$ cat src/rtl/cpu_run_monitor_pkg.sv
// ---------------------------------------------------------------------------
// cpu_run_monitor_pkg
//   Shared definitions for the CPU run monitor: FSM state encodings, run
//   status codes and a width helper. Benches and the CPU top import this
//   package so they use the same codes as the monitor.
// ---------------------------------------------------------------------------
package cpu_run_monitor_pkg;

    typedef enum logic [1:0] {
        S_IDLE   = 2'd0,
        S_WARMUP = 2'd1,
        S_RUN    = 2'd2,
        S_DONE   = 2'd3
    } state_e;

    typedef enum logic [1:0] {
        ST_NONE    = 2'd0,
        ST_HALTED  = 2'd1,
        ST_STALLED = 2'd2,
        ST_TIMEOUT = 2'd3
    } status_e;

    // Bits needed to hold 0..max_val, never less than one bit.
    function automatic int cnt_width(input int unsigned max_val);
        return (max_val < 1) ? 1 : $clog2(max_val + 1);
    endfunction

endpackage

$ cat src/rtl/cpu_run_monitor_sat_counter.sv
// ---------------------------------------------------------------------------
// sat_counter
//   Saturating up-counter: sticks at all-ones instead of wrapping.
//   Ports:
//     clk   - rising-edge clock
//     reset - asynchronous, active-high reset (q -> 0)
//     clr   - synchronous clear, wins over inc
//     inc   - increment by one when not saturated
//     q     - current count
// ---------------------------------------------------------------------------
module sat_counter #(
    parameter int W = 8
) (
    input  logic         clk,
    input  logic         reset,
    input  logic         clr,
    input  logic         inc,
    output logic [W-1:0] q
);

    logic [W-1:0] cnt_q, cnt_d;

    always_comb begin
        // NOTE: every combinational output gets a default first so no path leaves it unassigned (no latch).
        cnt_d = cnt_q;
        if (clr) begin
            cnt_d = '0;
        end else if (inc && (cnt_q != '1)) begin
            cnt_d = cnt_q + W'(1);
        end
    end

    // NOTE: state registers use non-blocking assignments so every flop samples pre-edge values.
    always_ff @(posedge clk or posedge reset) begin
        if (reset) begin
            cnt_q <= '0;
        end else begin
            cnt_q <= cnt_d;
        end
    end

    assign q = cnt_q;

endmodule

$ cat src/rtl/cpu_run_monitor.sv
// ---------------------------------------------------------------------------
// cpu_run_monitor
//   Run-control monitor for the pipelined CPU. After a start pulse it waits
//   out a warm-up window, then watches the fetch PC every cycle and ends the
//   run on halt PC, stuck PC or timeout, latching status and counters.
//   Ports:
//     clk, reset      - clock; asynchronous active-high reset
//     pc              - current fetch PC
//     start           - one-cycle pulse, accepted only in IDLE or DONE
//     busy            - high in WARMUP and RUN
//     done            - high in DONE until the next start or reset
//     status          - 0 none, 1 halted, 2 stalled, 3 timeout
//     cycle_count     - WARMUP+RUN cycles of the current/last run (saturating)
//     pc_change_count - RUN cycles whose pc differed from the previous pc
//     last_pc         - pc presented on the final RUN cycle
// ---------------------------------------------------------------------------
module cpu_run_monitor
    import cpu_run_monitor_pkg::*;
#(
    parameter int unsigned     XLEN           = 32,
    parameter int unsigned     CNT_W          = 32,
    parameter int unsigned     WARMUP         = 5,
    parameter int unsigned     STALL_LIMIT    = 8,
    parameter int unsigned     TIMEOUT_CYCLES = 60,
    parameter logic [XLEN-1:0] HALT_PC        = 32'hFFFF_FFFC
) (
    input  logic             clk,
    input  logic             reset,
    input  logic [XLEN-1:0]  pc,
    input  logic             start,
    output logic             busy,
    output logic             done,
    output logic [1:0]       status,
    output logic [CNT_W-1:0] cycle_count,
    output logic [CNT_W-1:0] pc_change_count,
    output logic [XLEN-1:0]  last_pc
);

    // Phase counter counts warm-up cycles, then is cleared and counts RUN cycles.
    localparam int PH_MAX = (WARMUP > TIMEOUT_CYCLES) ? WARMUP : TIMEOUT_CYCLES;
    localparam int PW     = cnt_width(PH_MAX);
    localparam int SW     = cnt_width(STALL_LIMIT);

    // "count + 1 == limit" is evaluated as "count == limit - 1".
    localparam logic [PW-1:0] WARM_LAST  = PW'((WARMUP > 0) ? WARMUP - 1 : 0);
    localparam logic [PW-1:0] TO_LAST    = PW'(TIMEOUT_CYCLES - 1);
    localparam logic [SW-1:0] STALL_LAST = SW'(STALL_LIMIT - 1);

    state_e          state_q, state_d;
    status_e         status_q, status_d;
    status_e         end_code;
    logic [XLEN-1:0] pc_q, pc_d;
    logic [XLEN-1:0] last_pc_q, last_pc_d;
    logic [PW-1:0]   phase_cnt;
    logic [SW-1:0]   stall_cnt;

    logic in_warm, in_run, start_acc, pc_changed, warm_last;
    logic halt_hit, stall_hit, timeout_hit;

    assign in_warm    = (state_q == S_WARMUP);
    assign in_run     = (state_q == S_RUN);
    assign start_acc  = start && ((state_q == S_IDLE) || (state_q == S_DONE));
    assign pc_changed = (pc != pc_q);
    assign warm_last  = in_warm && (phase_cnt == WARM_LAST);

    assign halt_hit    = (pc == HALT_PC);
    assign stall_hit   = (stall_cnt == STALL_LAST) && !pc_changed;
    assign timeout_hit = (phase_cnt == TO_LAST);

    sat_counter #(.W(CNT_W)) u_cycle_cnt (
        .clk(clk), .reset(reset), .clr(start_acc), .inc(in_warm || in_run), .q(cycle_count)
    );

    sat_counter #(.W(CNT_W)) u_change_cnt (
        .clk(clk), .reset(reset), .clr(start_acc), .inc(in_run && pc_changed), .q(pc_change_count)
    );

    sat_counter #(.W(SW)) u_stall_cnt (
        .clk(clk), .reset(reset), .clr(start_acc || (in_run && pc_changed)),
        .inc(in_run && !pc_changed), .q(stall_cnt)
    );

    sat_counter #(.W(PW)) u_phase_cnt (
        .clk(clk), .reset(reset), .clr(start_acc || warm_last),
        .inc(in_warm || in_run), .q(phase_cnt)
    );

    // End condition priority: halted, then stalled, then timeout.
    always_comb begin
        end_code = ST_NONE;
        if (halt_hit) begin
            end_code = ST_HALTED;
        end else if (stall_hit) begin
            end_code = ST_STALLED;
        end else if (timeout_hit) begin
            end_code = ST_TIMEOUT;
        end
    end

    always_comb begin
        state_d   = state_q;
        status_d  = status_q;
        pc_d      = pc_q;
        last_pc_d = last_pc_q;
        case (state_q)
            S_IDLE, S_DONE: begin
                if (start) begin
                    state_d   = (WARMUP == 0) ? S_RUN : S_WARMUP;
                    status_d  = ST_NONE;
                    last_pc_d = '0;
                    // Captured so a zero-length warm-up still gives RUN a reference pc.
                    pc_d      = pc;
                end
            end
            S_WARMUP: begin
                pc_d = pc;
                if (warm_last) begin
                    state_d = S_RUN;
                end
            end
            S_RUN: begin
                pc_d = pc;
                if (end_code != ST_NONE) begin
                    state_d   = S_DONE;
                    status_d  = end_code;
                    last_pc_d = pc;
                end
            end
            default: state_d = S_IDLE;
        endcase
    end

    always_ff @(posedge clk or posedge reset) begin
        if (reset) begin
            state_q   <= S_IDLE;
            status_q  <= ST_NONE;
            pc_q      <= '0;
            last_pc_q <= '0;
        end else begin
            state_q   <= state_d;
            status_q  <= status_d;
            pc_q      <= pc_d;
            last_pc_q <= last_pc_d;
        end
    end

    assign busy    = in_warm || in_run;
    assign done    = (state_q == S_DONE);
    assign status  = status_q;
    assign last_pc = last_pc_q;

endmodule

$ cat config.mk
export PLATFORM = sky130hd
export DESIGN_NAME = cpu_run_monitor
export DESIGN_NICKNAME = d
export VERILOG_FILES = /design/src/rtl/cpu_run_monitor_pkg.sv /design/src/rtl/cpu_run_monitor_sat_counter.sv /design/src/rtl/cpu_run_monitor.sv
export SDC_FILE = /design/constraint.sdc
export NUM_CORES = 1
export LEC_CHECK = 0
export ABC_AREA = 1
export BUFFER_PORTS_ARGS = -buffer_cell sky130_fd_sc_hd__buf_2
export CELL_PAD_IN_SITES_DETAIL_PLACEMENT = 1
export CELL_PAD_IN_SITES_GLOBAL_PLACEMENT = 1
export CORE_AREA = 10 10 151 153
export DETAILED_ROUTE_END_ITERATION = 16
export DIE_AREA = 0 0 161 163
export PLACE_DENSITY = 0.85
export SYNTH_ARGS = -nofsm -noshare
export SYNTH_HDL_FRONTEND = slang
export SYNTH_SLANG_ARGS = --single-unit
$ cat constraint.sdc
create_clock -name clk -period 6.2 [get_ports clk]
set_input_delay 0.93 -clock clk [delete_from_list [all_inputs] [get_ports clk]]
set_output_delay 0.93 -clock clk [all_outputs]
set_load 0.05 [all_outputs]
# Word-level counts from Yosys, hierarchy flattened
# Cells that the tools add are included.
# word_totals
regBits	142
latchBits	0
ram_bits	0
romBits	0
inputBits	35
output_inout_bits	100
word_cells	75
n_memories	0
# classes
addsub	4
multipliers	0
div	0
order_cmp	0
eq_ne	15
shifts	0
n_mux	23
bitwise_logic	0
n_reduce_logical	25
# ops
cell	count
$mux 32	7
$pmux 32 s2	2
$add 32x1->32 const B	2
$ne 32x32->1 const B	2
$eq 32x32->1 const B	1
$ne 32x32->1	1
$mux 2	8
$mux 6	2
$reduce_bool 2->1	6
$logic_and 1x1->1	9
$mux 4	2
$add 6x1->6 const B	1
$eq 6x3->1 const B	1
$eq 6x6->1 const B	1
$ne 6x6->1 const B	1
$pmux 2 s3	1
$reduce_and 3->1	2
$add 4x1->4 const B	1
$eq 2x2->1 const B	2
$eq 4x3->1 const B	1
$logic_or 1x1->1	4
$ne 2x1->1 const B	2
$ne 4x4->1 const B	1
$pmux 2 s2	1
5 further kinds	6

# Depth between registers and ports, before layout
# depth
depth_word	8
depth_mapped	14
ltp_nobuf	13

# Cells and area by module
# Synthesis repeated with hierarchy kept, for this count alone.
# unflattened
cells_unflattened	1241
area_unflattened_um2	8554.5
# by_module_without_submodules
module	n_inst	cells_each	area_each_um2	seq_area_each_um2
sat_counter (u_change_cnt ...)	2	360	2274.7	800.8
cpu_run_monitor	1	438	3388.2	1701.6
sat_counter (u_phase_cnt)	1	53	392.9	150.1
sat_counter (u_stall_cnt)	1	30	224.0	100.1

# Worst setup path after synthesis
# No wires, ideal clock.
# synth_timing
path_type	register to register
startpoint	register state_q[0]
endpoint	register pc_q[0]
setup_ns	0.125
arrival_ns	2.093
required_time_ns	6.075
path_slack_ns	3.982
path_stages_with_launch	8
n_path_buf	2
period_less_slack_ns	2.218
path_cell_list	dfrtp_1 > inv_1 > ha_1 > inv_1 > or2_2 > buf_2 > buf_2 > mux2_2
# synth_via
elab_chain_cells	3
elab_cells_between_ends	8
classes_between	eq/ne (4); mux (1); reduce/logical (3)
# synth_rtl
item	line_no	text
from (decl)	cpu_run_monitor.sv:49	state_e state_q, state_d;
from (signal assigned)	cpu_run_monitor.sv:140	state_q <= state_d;
$eq 2x1->1, or another cell as far along	cpu_run_monitor.sv:105	case (state_q)
$reduce_or 2->1, on equally long branches	--	
$pmux 32 s2 / $ne 2x2->1 (equally long branches)	--	
to (signal assigned)	cpu_run_monitor.sv:142	pc_q <= pc_d;
to (decl)	cpu_run_monitor.sv:52	logic [XLEN-1:0] pc_q, pc_d;
# Parallel ways exist; a longest one is shown, timed or not.
# A chain may end at the register's enable or synchronous reset.

# Worst setup path after layout
# layout_timing
startpoint	register state_q[0]
endpoint	register status_q[0] (netlist: status[0])
# layout_via
elab_chain_cells	4
elab_cells_between_ends	9
classes_between	eq/ne (4); mux (1); reduce/logical (4)
# layout_rtl
item	line_no	text
$eq 2x2->1 / $logic_not 2->1 (equally long branches)	cpu_run_monitor.sv:105	
$reduce_or 2->1	cpu_run_monitor.sv:105	
$ne 2x2->1 (no line) / $reduce_bool 2->1 (equally long branches)	--	
$reduce_and 3->1 (no line)	--	
to (signal assigned)	cpu_run_monitor.sv:141	status_q <= status_d;
to (decl)	cpu_run_monitor.sv:50	status_e status_q, status_d;
# Parallel ways exist; a longest one is shown, timed or not.

==> results_dict.tcl <==
set metrics [dict create \
    outcome "finished clean" \
    static-leakage-power_nw 4.54 \
    ys_warn_count 0 \
    gr-total-overflow 0 \
    drv_cap 0 \
    fin_hold_ws_ps 483 \
    die_area_um2 26200 \
    cp.required_ps 6470 \
    layout_common_cells "nand2_1 (291), dfrtp_1 (142), buf_2 (134), inv_1 (99), nor2_1 (93)" \
    drt_iter0_drc 337 \
    port_buffers 134 \
    dr_total_vias 7563 \
    fin_cells 1449 \
    die_h_um 163 \
    cts-resized-gates 0 \
    critPathKind "register to register" \
    grt_pass1_vias 8201 \
    yosysUniqueCellTypes 44 \
    synth_seq_area_share 0.438 \
    cts_tree "done" \
    syn_area_um2 8120 \
    drive_gt1_frac 0.210 \
    holdCritPathClass "register to register" \
    skew_ps 11.8 \
    slew_viol_final 0 \
    n_fill_cell 2525 \
    syn_to_final_growth_pct 18.0 \
    dr.pass1.iters 4 \
    cp.arrival_ps 3230 \
    via_per_inst 5.22 \
    die_width_um 161 \
    r2r_slack_ps 3240 \
    fin_crit_ps 2960 \
    wl_per_cell_um 17.1 \
    cp_max_fo 67 \
    reg2reg_to "status[0]" \
    drt-total-wl_mm 24.8 \
    irDropWorstVdd_v 0.000253 \
    netlist_instances 1039 \
    synth_top_flop_cell "dfrtp_1" \
    grt_max_degree 82 \
    place_congestion 0.874 \
    tns_ps 0 \
    holdBufCountCts 0 \
    slew_headroom 0.360 \
    grt_use_total 0.190 \
    hold_viol_final 0 \
    rr_worst_depth 7 \
    clockBufferDepth 2 \
    fin_util 0.481 \
    syn_nets 1083 \
    antenna_found_initial 0 \
    htreeDepth 4 \
    diodes 0 \
    crit_path_end_kind "register" \
    placedCellCount 1417 \
    clock-sinks 142 \
    cts.clk_slew.worst_paths_ps 70 \
    rows 52 \
    worstSetupEndpoint "status[0]" \
    route.detailed.drc 0 \
    p_per_area_nw_per_um2 497 \
    start_util 0.408 \
    io_pins 135 \
    synth-seq-cells 142 \
    reg2reg_from "state_q[0]" \
    drtAntennaViolNets 0 \
    syn_area_per_cell_um2 7.81 \
    period_share 0.477 \
    numCtsBuffers 17 \
    cts_setup_buffers 0 \
    ys_async_sr_fraction 1.00 \
    fmax_mhz 338 \
    worstMarginPinSlew_ps 957 \
    synth_edf_count 0 \
    grt_pass1_wl_mm 41.3 \
    cts-root-buf "clkbuf_16" \
    rsz0062_at_grt "no" \
    clk_latency_ps 430 \
    core-area_um2 19900 \
    dpl.hpwl_mm 18.0 \
    setup_violations 0 \
    final_nets 1210 \
    start_kind "register" \
    crit_start "state_q[0]" \
    final_common_cell "nand2_1" \
]
==> per-layer routing <==
layer	GRT usage	part of all wire	vias up
li1	-	-	3628
met1	0.232	0.45	3750
met2	0.333	0.50	163
met3	0.0407	0.043	22
met4	0.0459	0.013	0
met5	0	0	-
==> cell families (layout without fill, tap and decap cells) <==
group	Yosys count	in the layout	share of synthesized area
and+or+nand+nor	562	562	0.310
buffers and inverters	137	277	0.0728
AOI/OAI and AO/OA	115	115	0.0795
muxes	21	21	0.0291
DFF	142	142	0.438
xor gates and xnor gates	53	53	0.0572
adders and majority gates	9	9	0.0139
==> state kept, by name, indices dropped and copies added, names as in the netlist <==
register	cells
last_pc	32
pc_q	32
u_change_cnt.q	32
u_cycle_cnt.q	32
u_phase_cnt.q	6
u_stall_cnt.q	4
state_q	2
status	2
==> where the power goes <==
part	total (mW)	leakage, nW	internal, mW	switching [mW]
registers	1.46	1.88	1.21	0.242
clock network	1.05	0.292	0.577	0.472
logic	2.25	2.37	0.545	1.70
total	4.76	4.54	2.34	2.42
==> synth_stat cells (6+ instances only) <==
master,n,share of area
inv_2,6,0.0028
xnor2_1,29,0.031
o21ai_2,11,0.012
nand4_1,34,0.026
xor2_1,24,0.026
buf_6,6,0.0083
inv_1,100,0.046
nor3_1,37,0.023
ha_1,9,0.014
o21ai_1,43,0.027
dfrtp_1,142,0.44
nand2_1,292,0.14
mux2_2,21,0.029
buf_2,6,0.0037
a21oi_1,20,0.012
nor2_1,93,0.043
nand3_1,58,0.036
nand2_2,16,0.012
clkbuf_1,14,0.0065
o21ai_0,31,0.019
==> worst min-delay path by stage <==
| stage | startpoint | to | slack, ps | depth (start not counted) |
|---|---|---|---|---|
| after floorplan | u_phase_cnt.q[0] | u_phase_cnt.q[0] | 460 | 1 |
| after CTS | last_pc[26] | last_pc[26] | 490 | 2 |
| after global routing | last_pc[26] | last_pc[26] | 510 | 2 |
| final | last_pc[26] | last_pc[26] | 480 | 2 |
| after global placement | status[1] | status[1] | 450 | 2 |
| after detailed placement | last_pc[26] | last_pc[26] | 470 | 2 |
==> metrics by stage <==
step,cell area (um2),total power [mW],worst slack (ps)
global placement,8980,3.65,3100
CTS,9570,4.81,3180
global route,9570,5.07,3020
detailed placement,8980,3.74,3060
floorplan,8120,3.23,1460
finish,9570,4.76,3240
==> cell type report <==
class	instances	area [um2]	area share
multi-input combinational	760	3980	0.415
sequential	142	3550	0.371
timing repair buffer	139	708	0.0740
clock buffer	17	425	0.0444
inverter	106	403	0.0421
tap	270	338	0.0353
clock inverter	15	171	0.0179
==> critical path, stage by stage, from the launching register on <==
cell	delay, ps
dfrtp_1	430
inv_1	70
ha_1	380
nand2_2	730
o21ai_0	260
nand2_2	130
buf_4	590
o21ai_0	220
(Power assumes the default switching activity.)
